==> config.mk <==
export PLATFORM = sky130hd
export DESIGN_NAME = mul_arbiter
export DESIGN_NICKNAME = d
export VERILOG_FILES = /design/src/rtl/mul_arbiter_pkg.sv /design/src/rtl/mul_arbiter_rrarb.sv /design/src/rtl/mul_arbiter.sv
export SDC_FILE = /design/constraint.sdc
export NUM_CORES = 1
export LEC_CHECK = 0
export ABC_AREA = 1
export CORE_AREA = 3 3 229 231
export CTS_CLUSTER_SIZE = 30
export DETAILED_ROUTE_END_ITERATION = 10
export DIE_AREA = 0 0 232 234
export GPL_TIMING_DRIVEN = 0
export PLACE_DENSITY = 0.3
export SYNTH_ARGS = -nofsm -noshare
export SYNTH_HDL_FRONTEND = slang
export SYNTH_SLANG_ARGS = --single-unit
==> constraint.sdc <==
create_clock -name clk -period 2.7 [get_ports clk]
set_clock_uncertainty 0.05 [all_clocks]
set_input_delay 0.81 -clock clk [delete_from_list [all_inputs] [get_ports clk]]
set_output_delay 0.81 -clock clk [all_outputs]
set_load 0.02 [all_outputs]
==> src/rtl/mul_arbiter_pkg.sv <==
// Shared multiply-unit definitions: funct3 codes, the in-flight slot record,
// and the product-half selector.
package mdu_pkg;

  localparam logic [2:0] MUL_F3    = 3'b000;
  localparam logic [2:0] MULH_F3   = 3'b001;
  localparam logic [2:0] MULHSU_F3 = 3'b010;
  localparam logic [2:0] MULHU_F3  = 3'b011;

  // Wide enough for any practical requester count; the top truncates on output.
  localparam int ID_MAXW = 8;

  typedef struct packed {
    logic               valid;
    logic [ID_MAXW-1:0] id;
    logic [2:0]         funct3;
  } mslot_t;

  function automatic logic is_high_half(input logic [2:0] f3);
    case (f3)
      MUL_F3:                       return 1'b0;
      MULH_F3, MULHSU_F3, MULHU_F3: return 1'b1;
      default:                      return 1'b0;
    endcase
  endfunction

endpackage

==> src/rtl/mul_arbiter_rrarb.sv <==
// Combinational round-robin picker: first eligible requester at or after ptr_i.
module rrarb #(
  parameter  int NREQ = 2,
  localparam int IDW  = $clog2(NREQ)
) (
  input  logic [NREQ-1:0] elig_i,
  input  logic [IDW-1:0]  ptr_i,
  input  logic            en_i,
  output logic [NREQ-1:0] grant_o,
  output logic [IDW-1:0]  idx_o
);

  logic           found;
  logic [IDW-1:0] cand;

  always_comb begin
    grant_o = '0;
    idx_o   = '0;
    found   = 1'b0;
    cand    = '0;
    for (int k = 0; k < NREQ; k++) begin
      cand = IDW'((int'(ptr_i) + k) % NREQ);
      if (en_i && !found && elig_i[cand]) begin
        found         = 1'b1;
        grant_o[cand] = 1'b1;
        idx_o         = cand;
      end
    end
  end

endmodule

==> src/rtl/mul_arbiter.sv <==
// Shares one two-stage multiplier between NREQ requesters; tracks the op held
// in the multiplier's pipeline register and returns the selected product half.
module mul_arbiter
  import mdu_pkg::*;
#(
  parameter int XLEN = 64,
  parameter int NREQ = 2
) (
  input  logic                      clk,
  input  logic                      reset,
  input  logic [NREQ-1:0]           ReqValid,
  output logic [NREQ-1:0]           ReqReady,
  input  logic [NREQ*XLEN-1:0]      ReqSrcA,
  input  logic [NREQ*XLEN-1:0]      ReqSrcB,
  input  logic [NREQ*3-1:0]         ReqFunct3,
  input  logic [NREQ-1:0]           ReqFlush,
  output logic [XLEN-1:0]           MulSrcA,
  output logic [XLEN-1:0]           MulSrcB,
  output logic [2:0]                MulFunct3,
  output logic                      MulStall,
  output logic                      MulFlush,
  input  logic [2*XLEN-1:0]         MulProd,
  output logic                      RspValid,
  input  logic                      RspReady,
  output logic [$clog2(NREQ)-1:0]   RspId,
  output logic [XLEN-1:0]           RspResult
);

  localparam int IDW = $clog2(NREQ);

  mslot_t          slot_q, slot_d;
  logic [IDW-1:0]  ptr_q, ptr_d;
  logic [NREQ-1:0] elig, grant, id_match;
  logic [IDW-1:0]  win;
  logic            flush_hit, can_issue, accept, rsp_fire;

  genvar gi;
  generate
    for (gi = 0; gi < NREQ; gi++) begin : g_idm
      assign id_match[gi] = (slot_q.id == ID_MAXW'(gi));
    end
  endgenerate

  assign flush_hit = slot_q.valid & |(id_match & ReqFlush);
  assign MulFlush  = ~reset | flush_hit;
  assign RspValid  = reset & slot_q.valid & ~flush_hit;
  assign MulStall  = reset & slot_q.valid & ~RspReady;
  assign rsp_fire  = RspValid & RspReady;
  // Multiplier clear beats load, so nothing issues while MulFlush is up.
  assign can_issue = ~MulFlush & (~slot_q.valid | rsp_fire);
  assign elig      = ReqValid & ~ReqFlush;

  rrarb #(.NREQ(NREQ)) u_rrarb (
    .elig_i  (elig),
    .ptr_i   (ptr_q),
    .en_i    (can_issue),
    .grant_o (grant),
    .idx_o   (win)
  );

  assign accept    = |grant;
  assign ReqReady  = grant;
  assign MulSrcA   = accept ? ReqSrcA[win*XLEN +: XLEN] : '0;
  assign MulSrcB   = accept ? ReqSrcB[win*XLEN +: XLEN] : '0;
  assign MulFunct3 = accept ? ReqFunct3[win*3 +: 3] : '0;

  assign RspId     = slot_q.id[IDW-1:0];
  assign RspResult = is_high_half(slot_q.funct3) ? MulProd[2*XLEN-1:XLEN]
                                                 : MulProd[XLEN-1:0];

  always_comb begin
    slot_d = slot_q;
    ptr_d  = ptr_q;
    if (accept) begin
      slot_d.valid  = 1'b1;
      slot_d.id     = ID_MAXW'(win);
      slot_d.funct3 = MulFunct3;
      ptr_d         = (win == IDW'(NREQ - 1)) ? '0 : win + 1'b1;
    end else if (rsp_fire | flush_hit) begin
      slot_d.valid = 1'b0;
    end
  end

  always_ff @(posedge clk) begin
    if (!reset) begin
      slot_q <= '0;
      ptr_q  <= '0;
    end else begin
      slot_q <= slot_d;
      ptr_q  <= ptr_d;
    end
  end

endmodule

-- Word-level counts from Yosys, hierarchy flattened
Cells that the tools add are included.
- register bits after elaboration: 6
- latch bits: 0
- memory bits (writable): 0
- ROM bits: 0
- input bits: 397
- output and inout port bits: 201
- word-level logic and storage cells: 67
- memories: 0
- add/sub/neg operators: 2
- multipliers: 1
- div/mod/pow operators: 0
- magnitude comparators: 4
- equal/unequal tests: 3
- shift-type cells: 3
- multiplexer cells: 21
- bitwise logic cells: 18
- reduce and logical (&&, ||, !) cells: 11
- operator list (operator ; number):
    indexed part select 128 x 8 -> 64 bit ; 2
    2-to-1 mux 64 bit ; 3
    2-to-1 mux 1 bit ; 13
    zero test 8 bit ; 1
    AND 1 bit ; 6
    == test 3 x 2 -> 1 bit, second input constant ; 2
    indexed part select 6 x 4 -> 3 bit ; 1
    logical AND 1 bit ; 5
    NOT 1 bit ; 5
    AND 2 bit ; 2
    less-than comparator 1 x 2 -> 1 bit, second input constant ; 2
    2-to-1 mux 2 bit ; 2
    OR reduction 2 bit ; 2
    == test 3 x 1 -> 1 bit, second input constant ; 1
    multiplier 1 x 2 -> 3 bit, second input constant ; 1
    2-to-1 mux 3 bit ; 1
    OR 1 bit ; 3
    OR reduction 3 bit ; 1
    adder 1 bit, second input constant ; 2
    demux 1 bit (select 1 bit) ; 2
    >= comparator 1 bit, second input constant ; 2
    NOT 2 bit ; 1
    OR 2 bit ; 1
    nonzero test 2 bit ; 1
    zero test 1 bit ; 1

-- Depth between registers and ports, before layout
Gate-level depths: netlist of the first run.
- word-level depth: 18
- gate-level depth with buffers: 10
- depth with buffers taken out: 9

-- Hierarchy
A second synthesis of the first run with hierarchy kept.
- cells, all modules: 682
- area, all modules: 2836.5 um^2
- modules (own cells, without submodules) (module ; instances ; cells an instance ; area an instance (um^2) ; sequential area each (um^2)):
    mul_arbiter ; 1 ; 676 ; 2810.2 ; 120.1
    rrarb ; 1 ; 6 ; 26.3 ; 0.0

-- Worst setup path after synthesis of the first run
No wires, ideal clock.
- kind: input-to-output
- start: input port ReqFlush[1]
- end: output port MulSrcB[26]
- data arrival time: 1829 ps
- required time: 1840 ps
- path slack: 11 ps
- stages: 8
- path buffers: 2
- cells stage by stage: inv_2 nand2_1 nand3_2 nand3_2 nor2_4 buf_6 buf_4 a22o_1
- word-level cells in the longest chain between the ends: 16
- elaborated cells between the ends (all ways): 29
- those cells by class: shift (1); mux (10); bitwise (12); reduce/logical (6)
- RTL lines (item ; line ; text):
    from (decl) ; mul_arbiter.sv:16 ; input logic [NREQ-1:0] ReqFlush,
    AND 2 bit ; mul_arbiter.sv:44 ; assign flush_hit = slot_q.valid & |(id_match & ReqFlush);
    OR reduction 2 bit ; mul_arbiter.sv:44 ;
    AND 1 bit ; mul_arbiter.sv:44 ;
    NOT 1 bit ; mul_arbiter.sv:46 ; assign RspValid = reset & slot_q.valid & ~flush_hit;
    AND 1 bit ; mul_arbiter.sv:46 ;
    AND 1 bit ; mul_arbiter.sv:48 ; assign rsp_fire = RspValid & RspReady;
    OR 1 bit ; mul_arbiter.sv:50 ; assign can_issue = ~MulFlush & (~slot_q.valid | rsp_fire);
    AND 1 bit ; mul_arbiter.sv:50 ;
    logical AND 1 bit ; mul_arbiter_rrarb.sv:23 ; if (en_i && !found && elig_i[cand]) begin
    2-to-1 mux 1 bit ; mul_arbiter_rrarb.sv:23 ;
    zero test 1 bit ; mul_arbiter_rrarb.sv:23 ;
    logical AND 1 bit (2 in a row) ; mul_arbiter_rrarb.sv:23 ;
    2-to-1 mux 1 bit or 2-to-1 mux 2 bit (tied branches) ; mul_arbiter_rrarb.sv:23 ;
    indexed part select 128 x 8 -> 64 bit or OR reduction 2 bit (tied branches) ; mul_arbiter.sv:64, mul_arbiter.sv:61 ;
    2-to-1 mux 64 bit * ; mul_arbiter.sv:64 ; assign MulSrcB = accept ? ReqSrcB[win*XLEN +: XLEN] : '0;
    to (decl) ; mul_arbiter.sv:18 ; output logic [XLEN-1:0] MulSrcB,
Every way passes the cells marked *; elsewhere a longest branch is shown, timed or not. The select of a mux whose other input is x is not followed.

-- Worst setup path in the final report of the first run
- start: input port ReqFlush[1]
- end: output port MulSrcB[40]
The elaborated chain is that of the path after synthesis.

==> results of run 1 <==
-- metal layers --
metal	wire, um	share of wire	vias to the layer above
met5	27	0.00080	-
met4	314	0.0093	4
met3	3180	0.094	16
met2	18100	0.54	364
met1	12100	0.36	2376
li1	-	-	2429
-- logic make-up (layout without fill, tap and decap cells) --
logic type | count (synthesis) | after routing
buffers and inverters | 43 | 683
AOI/OAI and AO/OA | 132 | 132
and+or+nand+nor | 36 | 36
DFF | 6 | 6
muxes | 64 | 64
-- worst min-delay path, delay by kind of cell, from the launching register on --
kind	cells	cell delay [ps]
DFF	1	350
and+or+nand+nor	2	170
-- path summary, 6_finish.rpt --
kind	end	start	slack, ps
setup / recovery	MulSrcB[40]	ReqFlush[1]	-270
hold / removal	ptr_q	ptr_q	510
setup reg to reg	slot_q[0]	RspId	780
hold reg to reg	ptr_q	ptr_q	510
-- synthesized netlist by cell type --
master	instances	area (um2)
a22o_1	128	1120
mux2_2	64	721
nand2_1	15	56.3
buf_2	14	70.1
buf_6	13	146
nor2_1	12	45.0
buf_4	7	52.6
inv_1	7	26.3
dfxtp_1	6	120
nand3_1	3	15.0
inv_2	2	7.51
nand3_2	2	20.0
nor2_4	2	22.5
nor3_1	2	10.0
a21oi_1	1	5.00
a31oi_1	1	6.26
o21ai_2	1	8.76
o21bai_2	1	11.3
-- through the flow --
step                std cells  setup WS [ps]  power (W)  instance area (um2)
detailed placement       1550          -1570    0.00185                 9280
CTS                      1587           -350    0.00220                10200
finish                   1593           -267    0.00219                10500
global route             1593           -332    0.00231                10500
floorplan                 281           10.5   0.000703                 2460
global placement         1550          -1540    0.00186                 9280
-- flip-flops by register name, summed over array words and instances, names as in the netlist --
signal and flops:
slot_q 4, ptr_q 1, RspId 1
-- report_power, final --
part	switching (W)	internal [W]	leakage, nW
registers	0.00000589	0.0000945	0.0490
clock network	0.0000509	0.000190	0.0370
logic	0.000749	0.00110	4.17
-- area by class of cell --
type | instances | area share
Timing Repair Buffer | 639 | 0.638
Multi-Input combinational cell | 232 | 0.212
Tap cell | 672 | 0.0802
Buffer | 32 | 0.0469
Sequential cell | 6 | 0.0115
Clock buffer | 3 | 0.00716
Inverter | 9 | 0.00394
-- timing repair --
| action | 4_1_cts | 5_1_grt |
|---|---|---|
| setup endpoints to repair | 203 | 153 |
| pin swaps | 23 | 61 |
| cloned | 6 | 9 |
| setup buffers | 29 | 2 |
| resized for setup | 1015 | 73 |
==> impl_metrics.yaml, run 1 <==
outcome:
  run_status: "finished, violations left"
  failed_checks: "setup timing"
cts:
  cts_buffers: 3
  clockRootBuffer: "clkbuf_16"
  clk_latency_ps: 230
  cts_tree: "built"
  clk_path_buf_depth: 2
  hold_buffers: 0
  path_clk_slew_ps: 30
  h-tree-depth: 1
  cts_sinks: 6
power_and_ir_drop:
  ir_worst_vdd_mv: 0.137
  p_per_area_mw_per_mm2: 209
  p_leak_nw: 4.25
placement:
  gp_congestion: 0.768
  hpwlAfterDp_um: 28900
  placement.io_buffers: 597
floorplanning:
  core_area_mm2: 0.0503
  io_pins: 598
  die_y_um: 234
  rows: 82
  dieArea_mm2: 0.0543
  die_w_um: 232
  initial_core_util: 0.0490
worst_setup_path:
  crit_fanout: 6
  cpMaxStageDelayCell: "o21bai_4"
  critPathArrivalTime_ps: 2110
  reg2reg_depth: 14
  cp.depth: 10
  path_buf_inv: 6
  cp_slowest_stage_delay_ps: 180
  cp-start-kind: "primary input"
  cp.required_ps: 1840
  cp-end-kind: "primary output"
  crit_path_cell_trace: "buf_8 > inv_6 > nand2_1 > o21bai_4 > nor2_4 > buf_8 > buf_12 > buf_12 > a22o_1 > buf_6"
  crit_family: "buffers and inverters"
  worst-setup-path-type: "in2out"
grt:
  grt.overflow.total: 0
  antenna_found_initial: 4
  grt_pass1_vias: 5584
  grt.met3_usage: 0.0330
  track_usage: 0.111
  grtUsageMet1: 0.117
  grt_pass1_wl_um: 42900
  grt_max_degree: 11
  use_met2: 0.221
  grt-busiest-layer: "met2"
synthesis:
  syn_area_mm2: 0.00246
  yosysWarnings: 0
  synth_top_family_by_area: "compound AO/OA/AOI/OAI gates"
  synth_compound_area_frac: 0.468
  seq_area_frac_synth: 0.0487
  yosys.area_share.simple: 0.0685
  muxShareOfSynthArea: 0.292
  ys_ff_latch: 6
  yosysUniqueCellTypes: 18
  syn-num-nets: 678
  netlist_instances: 281
  syn_avg_cell_area_um2: 8.77
  synthXorXnorAreaFrac: 0
  synth_fa_ha_area_frac: 0
sta:
  rsz0062_at_grt: "true"
  fin_crit_sh: 1.10
  slew_viol_final: 0
  hold_violations: 0
  slew_headroom: 0.790
  holdWs_ps: 513
  tns_ps: -28310
  worstMarginPinSlew_ps: 315
  fmax_ghz: 0.337
  finalSetupViolations: 132
  worst_slack_ps: -267
  period_minus_slack_ps: 2970
min_path:
  hp-class: "reg2reg"
  whs_path_depth: 2
final_layout:
  antenna_cells: 0
  multi_input_area_mm2: 0.00223
  layout_common_cells: "391 x clkdlybuf4s50_1, 138 x buf_6, 119 x a22o_1"
  fillers: 5595
  regArea_um2: 120
  finalNetCount: 1320
  drive_gt1_frac: 0.367
  final_common_cell: "clkdlybuf4s50_1"
  utilization: 0.209
  area_growth_pct: 326
route:
  drt_pre_antenna_iters: 4
  postRouteAntennaNets: 0
  wl_um: 33700
  detail_route.wl_per_cell_um: 21.2
  drc: 0
  initialDrtViolationCount: 95
  drt-vias-per-instance: 3.26
  vias: 5189
run:
  maxCapViolations: 0
No activity file was read; power rests on OpenSTA's default activity.
==> run 2: changes to the inputs <==
--- a/config.mk
+++ b/config.mk
@@ -6,11 +6,11 @@
 export NUM_CORES = 1
 export LEC_CHECK = 0
 export ABC_AREA = 1
+export CAP_MARGIN = 0
 export CORE_AREA = 3 3 229 231
 export CTS_CLUSTER_SIZE = 30
 export DETAILED_ROUTE_END_ITERATION = 10
 export DIE_AREA = 0 0 232 234
-export GPL_TIMING_DRIVEN = 0
 export PLACE_DENSITY = 0.3
 export SYNTH_ARGS = -nofsm -noshare
 export SYNTH_HDL_FRONTEND = slang
==> run 2 against run 1 <==
  * The run still ends with setup timing left
  * First-iteration DRC count up 6.3%
  * Combinational power up 5%
  * Final cell count increased by 2.1%
  * Via count increased by 2.7%
  * Power is 4.7% higher
  * Clock-buffer cell count stayed put
  * Setup slack worse by 100 ps
  * Die area unchanged
  * Clock power about the same
  * Sequential power about the same
  * Critical path type unchanged
  * Critical endpoint is now MulSrcB[0]
  * Highest routed layer is now met4
==> impl_metrics.yaml, run 2 (synthesized netlist as in run 1, its figures left out) <==
placement:
  dp_cells: 1555
  gp_congestion: 0.763
  placement.io_buffers: 597
  hpwlAfterDp_um: 28000
worst_setup_path:
  cpMostUsedCell: "buf_6"
  path_buf_inv: 8
  worst-setup-path-type: "in2out"
  timing.rr.end: "slot_q[1]"
  cp.required_ps: 1840
  cp_slowest_stage_delay_ps: 150
  critPathArrivalTime_ps: 2210
  cpMaxStageDelayCell: "buf_12"
  crit_family: "buffers and inverters"
  reg2reg_depth: 16
  cp-end-kind: "primary output"
  crit_path_cell_trace: "buf_8 > inv_6 > nand2_4 > nand3_4 > nand3_4 > buf_6 > nor2_4 > buf_6 > buf_12 > buf_12 > buf_6 > a22o_1 > buf_6"
  r2r_setup_slack_ps: 560
  cp-start-kind: "primary input"
  crit_fanout: 6
  regToRegStartpoint: "RspId"
floorplanning:
  die_y_um: 234
  io_pins: 598
  rows: 82
  die_w_um: 232
  dieArea_mm2: 0.0543
  initial_core_util: 0.0490
  core_area_mm2: 0.0503
power_and_ir_drop:
  power_frac_comb: 0.850
  p_sw_frac: 0.361
  ir_worst_vdd_mv: 0.163
  power.switching_w: 0.000828
  p_per_area_mw_per_mm2: 210
  p_leak_nw: 4.50
  p_clk_frac: 0.106
  intPower_w: 0.00147
  pwr-share-seq: 0.044
cts:
  cts_sinks: 6
  cts_tree: "built"
  clk_path_buf_depth: 2
  path_clk_slew_ps: 40
  cts_buffers: 3
  h-tree-depth: 1
  clk_latency_ps: 230
  clockRootBuffer: "clkbuf_16"
route:
  detail_route.wl_per_cell_um: 20.9
  initialDrtViolationCount: 101
  postRouteAntennaNets: 0
  drc: 0
  vias: 5327
  wl_um: 34000
  drt_pre_antenna_iters: 4
  drt-vias-per-instance: 3.27
sta:
  rsz0062_at_grt: "true"
  period_minus_slack_ps: 3070
  worstMarginPinSlew_ps: 268
  slew_viol_final: 0
  finalSetupViolations: 133
  fmax_ghz: 0.326
  fin_crit_sh: 1.14
  slew_headroom: 0.822
  worst_slack_ps: -368
  hold_violations: 0
run:
  maxCapViolations: 0
final_layout:
  utilization: 0.217
  final_cells: 1627
  finalNetCount: 1354
  top_register: "slot_q"
  antenna_cells: 0
  layout_common_cells: "390 x clkdlybuf4s50_1, 161 x buf_6, 118 x a22o_1"
  final_common_cell: "clkdlybuf4s50_1"
  largest_reg_flops: 4
  area_growth_pct: 343
  drive_gt1_frac: 0.395
min_path:
  min_from: "ptr_q"
  hold_path_end: "ptr_q"
  whs_path_depth: 2
  hp-class: "reg2reg"
grt:
  grt.overflow.total: 0
  grt_pass1_vias: 5831
  track_usage: 0.112
  grt_pass1_wl_um: 43700
  antenna_found_initial: 2
  grt_max_degree: 32
outcome:
  run_status: "finished, violations left"
  failed_checks: "setup timing"
-- run 2: metrics by stage --
stage | area, um2 | setup slack (ps) | hold slack (ps) | setup TNS [ps] | total power [W]
floorplan | 2460 | 10.5 | 443 | 0 | 0.000703
global placement | 9580 | -1250 | 515 | -146680 | 0.00192
detailed placement | 9580 | -1270 | 486 | -148090 | 0.00191
CTS | 10600 | -483 | 518 | -47660 | 0.00229
global route | 10900 | -457 | 546 | -51760 | 0.00241
finish | 10900 | -368 | 520 | -40850 | 0.00230
-- run 2: repair_timing --
item	4_1_cts	5_1_grt
resized for setup	874	87
endpoints found under the hold margin	0	0
hold buffers	0	0
pin swaps	47	63
buffers inserted	54	12
setup endpoints to repair	180	141
gates cloned	9	4
-- run 2: layout make-up --
class                      count  area, um2
fill                        5564      39400
timing repair buffer         705       7620
multi-input combinational    232       2210
tap                          672        841
sequential                     6        120
clock buffer                   3       75.1
inverter                       9       41.3
-- run 2: power groups by stage --
stage          Combinational, W  Sequential, W  Clock, W
3_3_place_gp            0.00181       0.000101         0
6_report                0.00195       0.000101  0.000243
4_1_cts                 0.00194       0.000100  0.000249
5_1_grt                 0.00205       0.000102  0.000254
2_1_floorplan          0.000603      0.0000997         0
3_5_place_dp            0.00181       0.000101         0
-- run 2: worst max-delay path by stage --
stage	start	endpoint	cells past startpoint
final	ReqFlush[1]	MulSrcB[0]	13
after global routing	ReqFlush[1]	MulSrcA[37]	13
after CTS	ReqFlush[0]	MulSrcB[20]	14
after detailed placement	ReqFlush[1]	MulFunct3[0]	11
after global placement	ReqFlush[1]	MulFunct3[0]	11
after floorplan	ReqFlush[1]	MulSrcB[26]	8
-- run 2: layer usage --
| metal | part of all wire | wire, um | GRT usage | up-vias |
|---|---|---|---|---|
| met1 | 0.38 | 12900 | 0.124 | 2447 |
| met5 | 0 | 0 | 0 | - |
| met3 | 0.094 | 3210 | 0.0324 | 16 |
| li1 | - | - | - | 2492 |
| met4 | 0.010 | 349 | 0.0107 | 0 |
| met2 | 0.52 | 17500 | 0.216 | 372 |
-- run 2: tightest hold or removal path: cells and delay by family (launching register included) --
kind             cells  cell delay, ps
DFF                  1             360
and+or+nand+nor      2             170
==> run 3: changes to the inputs <==
--- a/config.mk
+++ b/config.mk
@@ -5,13 +5,14 @@
 export SDC_FILE = /design/constraint.sdc
 export NUM_CORES = 1
 export LEC_CHECK = 0
-export ABC_AREA = 1
 export CAP_MARGIN = 0
-export CORE_AREA = 3 3 229 231
+export CORE_AREA = 3 3 230 232
+export CTS_BUF_LIST = sky130_fd_sc_hd__clkbuf_2 sky130_fd_sc_hd__clkbuf_4 sky130_fd_sc_hd__clkbuf_8
 export CTS_CLUSTER_SIZE = 30
 export DETAILED_ROUTE_END_ITERATION = 10
-export DIE_AREA = 0 0 232 234
+export DIE_AREA = 0 0 233 235
 export PLACE_DENSITY = 0.3
 export SYNTH_ARGS = -nofsm -noshare
 export SYNTH_HDL_FRONTEND = slang
+export SYNTH_HIERARCHICAL = 1
 export SYNTH_SLANG_ARGS = --single-unit
==> run 3 against run 2 <==
  * The run still ends with setup timing left
  * Critical path depth shrank 1
  * Maximum frequency shrank 8.7%
  * Routed wire length shrank 3.0%
  * Clock power shrank 44%
  * Via count grew 5.3%
  * Synthesized cell count grew 42%
==> impl_metrics.yaml, run 3 <==
route:
  initialDrtViolationCount: 84
  drt_pre_antenna_iters: 4
  postRouteAntennaNets: 0
  wl_um: 33000
  vias: 5611
  drt-vias-per-instance: 3.21
  detail_route.wl_per_cell_um: 18.9
  drc: 0
synthesis:
  synth_area_leader_cell: "mux2i_1"
  synth_edf_count: 0
  ys_dominant_reg_cell: "dfxtp_1"
  yosysUniqueCellTypes: 24
  ys_ff_latch: 6
  synth_area_leaders: "mux2i_1 38%, mux2_4 26%, nor2_1 15%, buf_12 4.1%, dfxtp_1 3.5%"
  async_flop_share: 0
  syn_area_mm2: 0.00343
  yosysWarnings: 6
  synth_most_common_cell: "nor2_1"
  seq_area_frac_synth: 0.0351
  yosys.area.top_type_share: 0.383
  netlist_instances: 398
  syn_avg_cell_area_um2: 8.61
  syn-num-nets: 795
  synth_common_cells: "133 x nor2_1, 131 x mux2i_1, 60 x mux2_4"
power_and_ir_drop:
  pwr-share-seq: 0.036
  p_per_area_mw_per_mm2: 229
  intPower_w: 0.00168
  p_leak_nw: 4.84
  p_sw_frac: 0.399
  ir_worst_vdd_mv: 0.0921
  power_frac_comb: 0.915
  power.switching_w: 0.00112
  p_clk_frac: 0.048
  p_total_w: 0.00281
grt:
  grt_max_degree: 31
  antenna_found_initial: 1
  grt.overflow.total: 0
  track_usage: 0.111
  grt_pass1_wl_um: 44700
  grt_pass1_vias: 6089
cts:
  cts_tree: "built"
  clk_path_buf_depth: 2
  cts_buffers: 3
  clk_latency_ps: 220
  path_clk_slew_ps: 40
  clockRootBuffer: "clkbuf_8"
  h-tree-depth: 1
  cts_sinks: 6
floorplanning:
  die_y_um: 235
  dieArea_mm2: 0.0548
  initial_core_util: 0.0669
  core_area_mm2: 0.0512
  io_pins: 598
  rows: 83
  die_w_um: 233
sta:
  fin_crit_sh: 1.24
  hold_violations: 0
  slew_viol_final: 0
  rsz0062_at_grt: "true"
  worst_slack_ps: -659
  period_minus_slack_ps: 3360
  finalSetupViolations: 134
  worstMarginPinSlew_ps: 334
  fmax_ghz: 0.298
  holdWs_ps: 486
  slew_headroom: 0.777
final_layout:
  largest_reg_flops: 4
  top_register: "slot_q"
  layout_common_cells: "388 x clkdlybuf4s50_1, 114 x buf_4, 83 x buf_6"
  final_common_cell: "clkdlybuf4s50_1"
  finalNetCount: 1468
  drive_gt1_frac: 0.439
  area_growth_pct: 258
worst_setup_path:
  crit_fanout: 5
  cp.required_ps: 1840
  crit_path_cell_trace: "buf_8 > mux2_4 > o22ai_4 > nand2_4 > a21oi_4 > buf_6 > buf_12 > buf_12 > mux2i_2 > buf_4 > nor2_4 > buf_6"
  worst-setup-path-type: "in2out"
  cp_slowest_stage_delay_ps: 280
  cp-end-kind: "primary output"
  critPathArrivalTime_ps: 2500
  cp-start-kind: "primary input"
  cpMaxStageDelayCell: "mux2_4"
outcome:
  run_status: "finished, violations left"
  failed_checks: "setup timing"
placement:
  hpwlAfterDp_um: 28700
  placement.io_buffers: 597
  gp_congestion: 0.774
  place_ws_ps: -1530
min_path:
  hp-class: "reg2reg"
run:
  maxCapViolations: 0
run 3: changes by cell type in the layout (fill, tap and decap cells not counted), moves of 10 or more:
| cell | previous run | this run |
|---|---|---|
| a22o_1 | 118 | 0 |
| buf_6 | 161 | 83 |
| mux2i_1 | 0 | 76 |
| mux2_4 | 0 | 61 |
| mux2_2 | 64 | 4 |
| nor2_1 | 12 | 70 |
| buf_4 | 57 | 114 |
| mux2i_4 | 0 | 41 |
| nor2_4 | 2 | 39 |
| nor2_2 | 0 | 25 |
| mux2i_2 | 0 | 14 |
| a22o_4 | 10 | 0 |
run 3: per-layer routing:
layer,track usage,vias to the layer above,part of all wire
met1,0.110,2563,0.34
met3,0.0306,10,0.087
met5,0,-,0
met4,0.0136,0,0.013
met2,0.230,297,0.56
li1,-,2741,-
run 3: kinds of logic after synthesis:
logic type | after synthesis | synth area share
multiplexers | 196 | 0.662
flip-flops | 6 | 0.0351
AO/OA/AOI/OAI | 16 | 0.0332
AND/OR/NAND/NOR | 142 | 0.160
buffers and inverters | 38 | 0.110
run 3: power by group through the flow:
| stage | Combinational, W | Sequential (W) | Clock [W] |
|---|---|---|---|
| global route | 0.00271 | 0.000102 | 0.000145 |
| detailed placement | 0.00242 | 0.000103 | 0 |
| CTS | 0.00253 | 0.000102 | 0.000142 |
| global placement | 0.00244 | 0.000103 | 0 |
| floorplan | 0.00109 | 0.000103 | 0 |
| finish | 0.00257 | 0.000102 | 0.000136 |
run 3: stage by stage:
step           utilization  cell area, um2  std cells  TNS, ps
3_5_place_dp         0.216           11100       1702  -203440
6_report             0.239           12300       1750   -77200
4_1_cts              0.231           11800       1748   -82770
2_1_floorplan            -            3940        398   -51530
3_3_place_gp         0.216           11100       1702  -202720
5_1_grt              0.239           12300       1750   -88760
run 3: cell type report:
| cell class | count | area (um2) |
|---|---|---|
| fillers | 5611 | 38900 |
| diodes | 1 | 2.50 |
| flip-flops and latches | 6 | 120 |
| repair buffers | 704 | 7310 |
| well taps | 680 | 851 |
| multi-input cells | 354 | 3930 |
| clock buffers | 3 | 41.3 |
| inverters | 2 | 7.51 |
run 3: repair_timing:
| item | CTS | global route |
|---|---|---|
| setup buffers | 38 | 13 |
| endpoints found under the setup margin | 188 | 151 |
| cloned | 7 | 1 |
| hold buffers | 0 | 0 |
| resized for setup | 836 | 148 |
| pin swaps | 19 | 19 |
run 3: path summary, 6_finish.rpt:
path	slack, ps	start	endpoint	cells past startpoint
setup / recovery	-660	ReqFlush[0]	MulFunct3[0]	12
hold / removal	490	slot_q[2]	slot_q[2]	2
setup reg to reg	460	RspId	slot_q[0]	12
hold reg to reg	490	slot_q[2]	slot_q[2]	2
run 3: critical path, delay by kind of cell:
kind	cells	cell delay (ps)
buffers and inverters	6	800
AO/OA/AOI/OAI	2	270
AND/OR/NAND/NOR	2	110
multiplexers	2	490
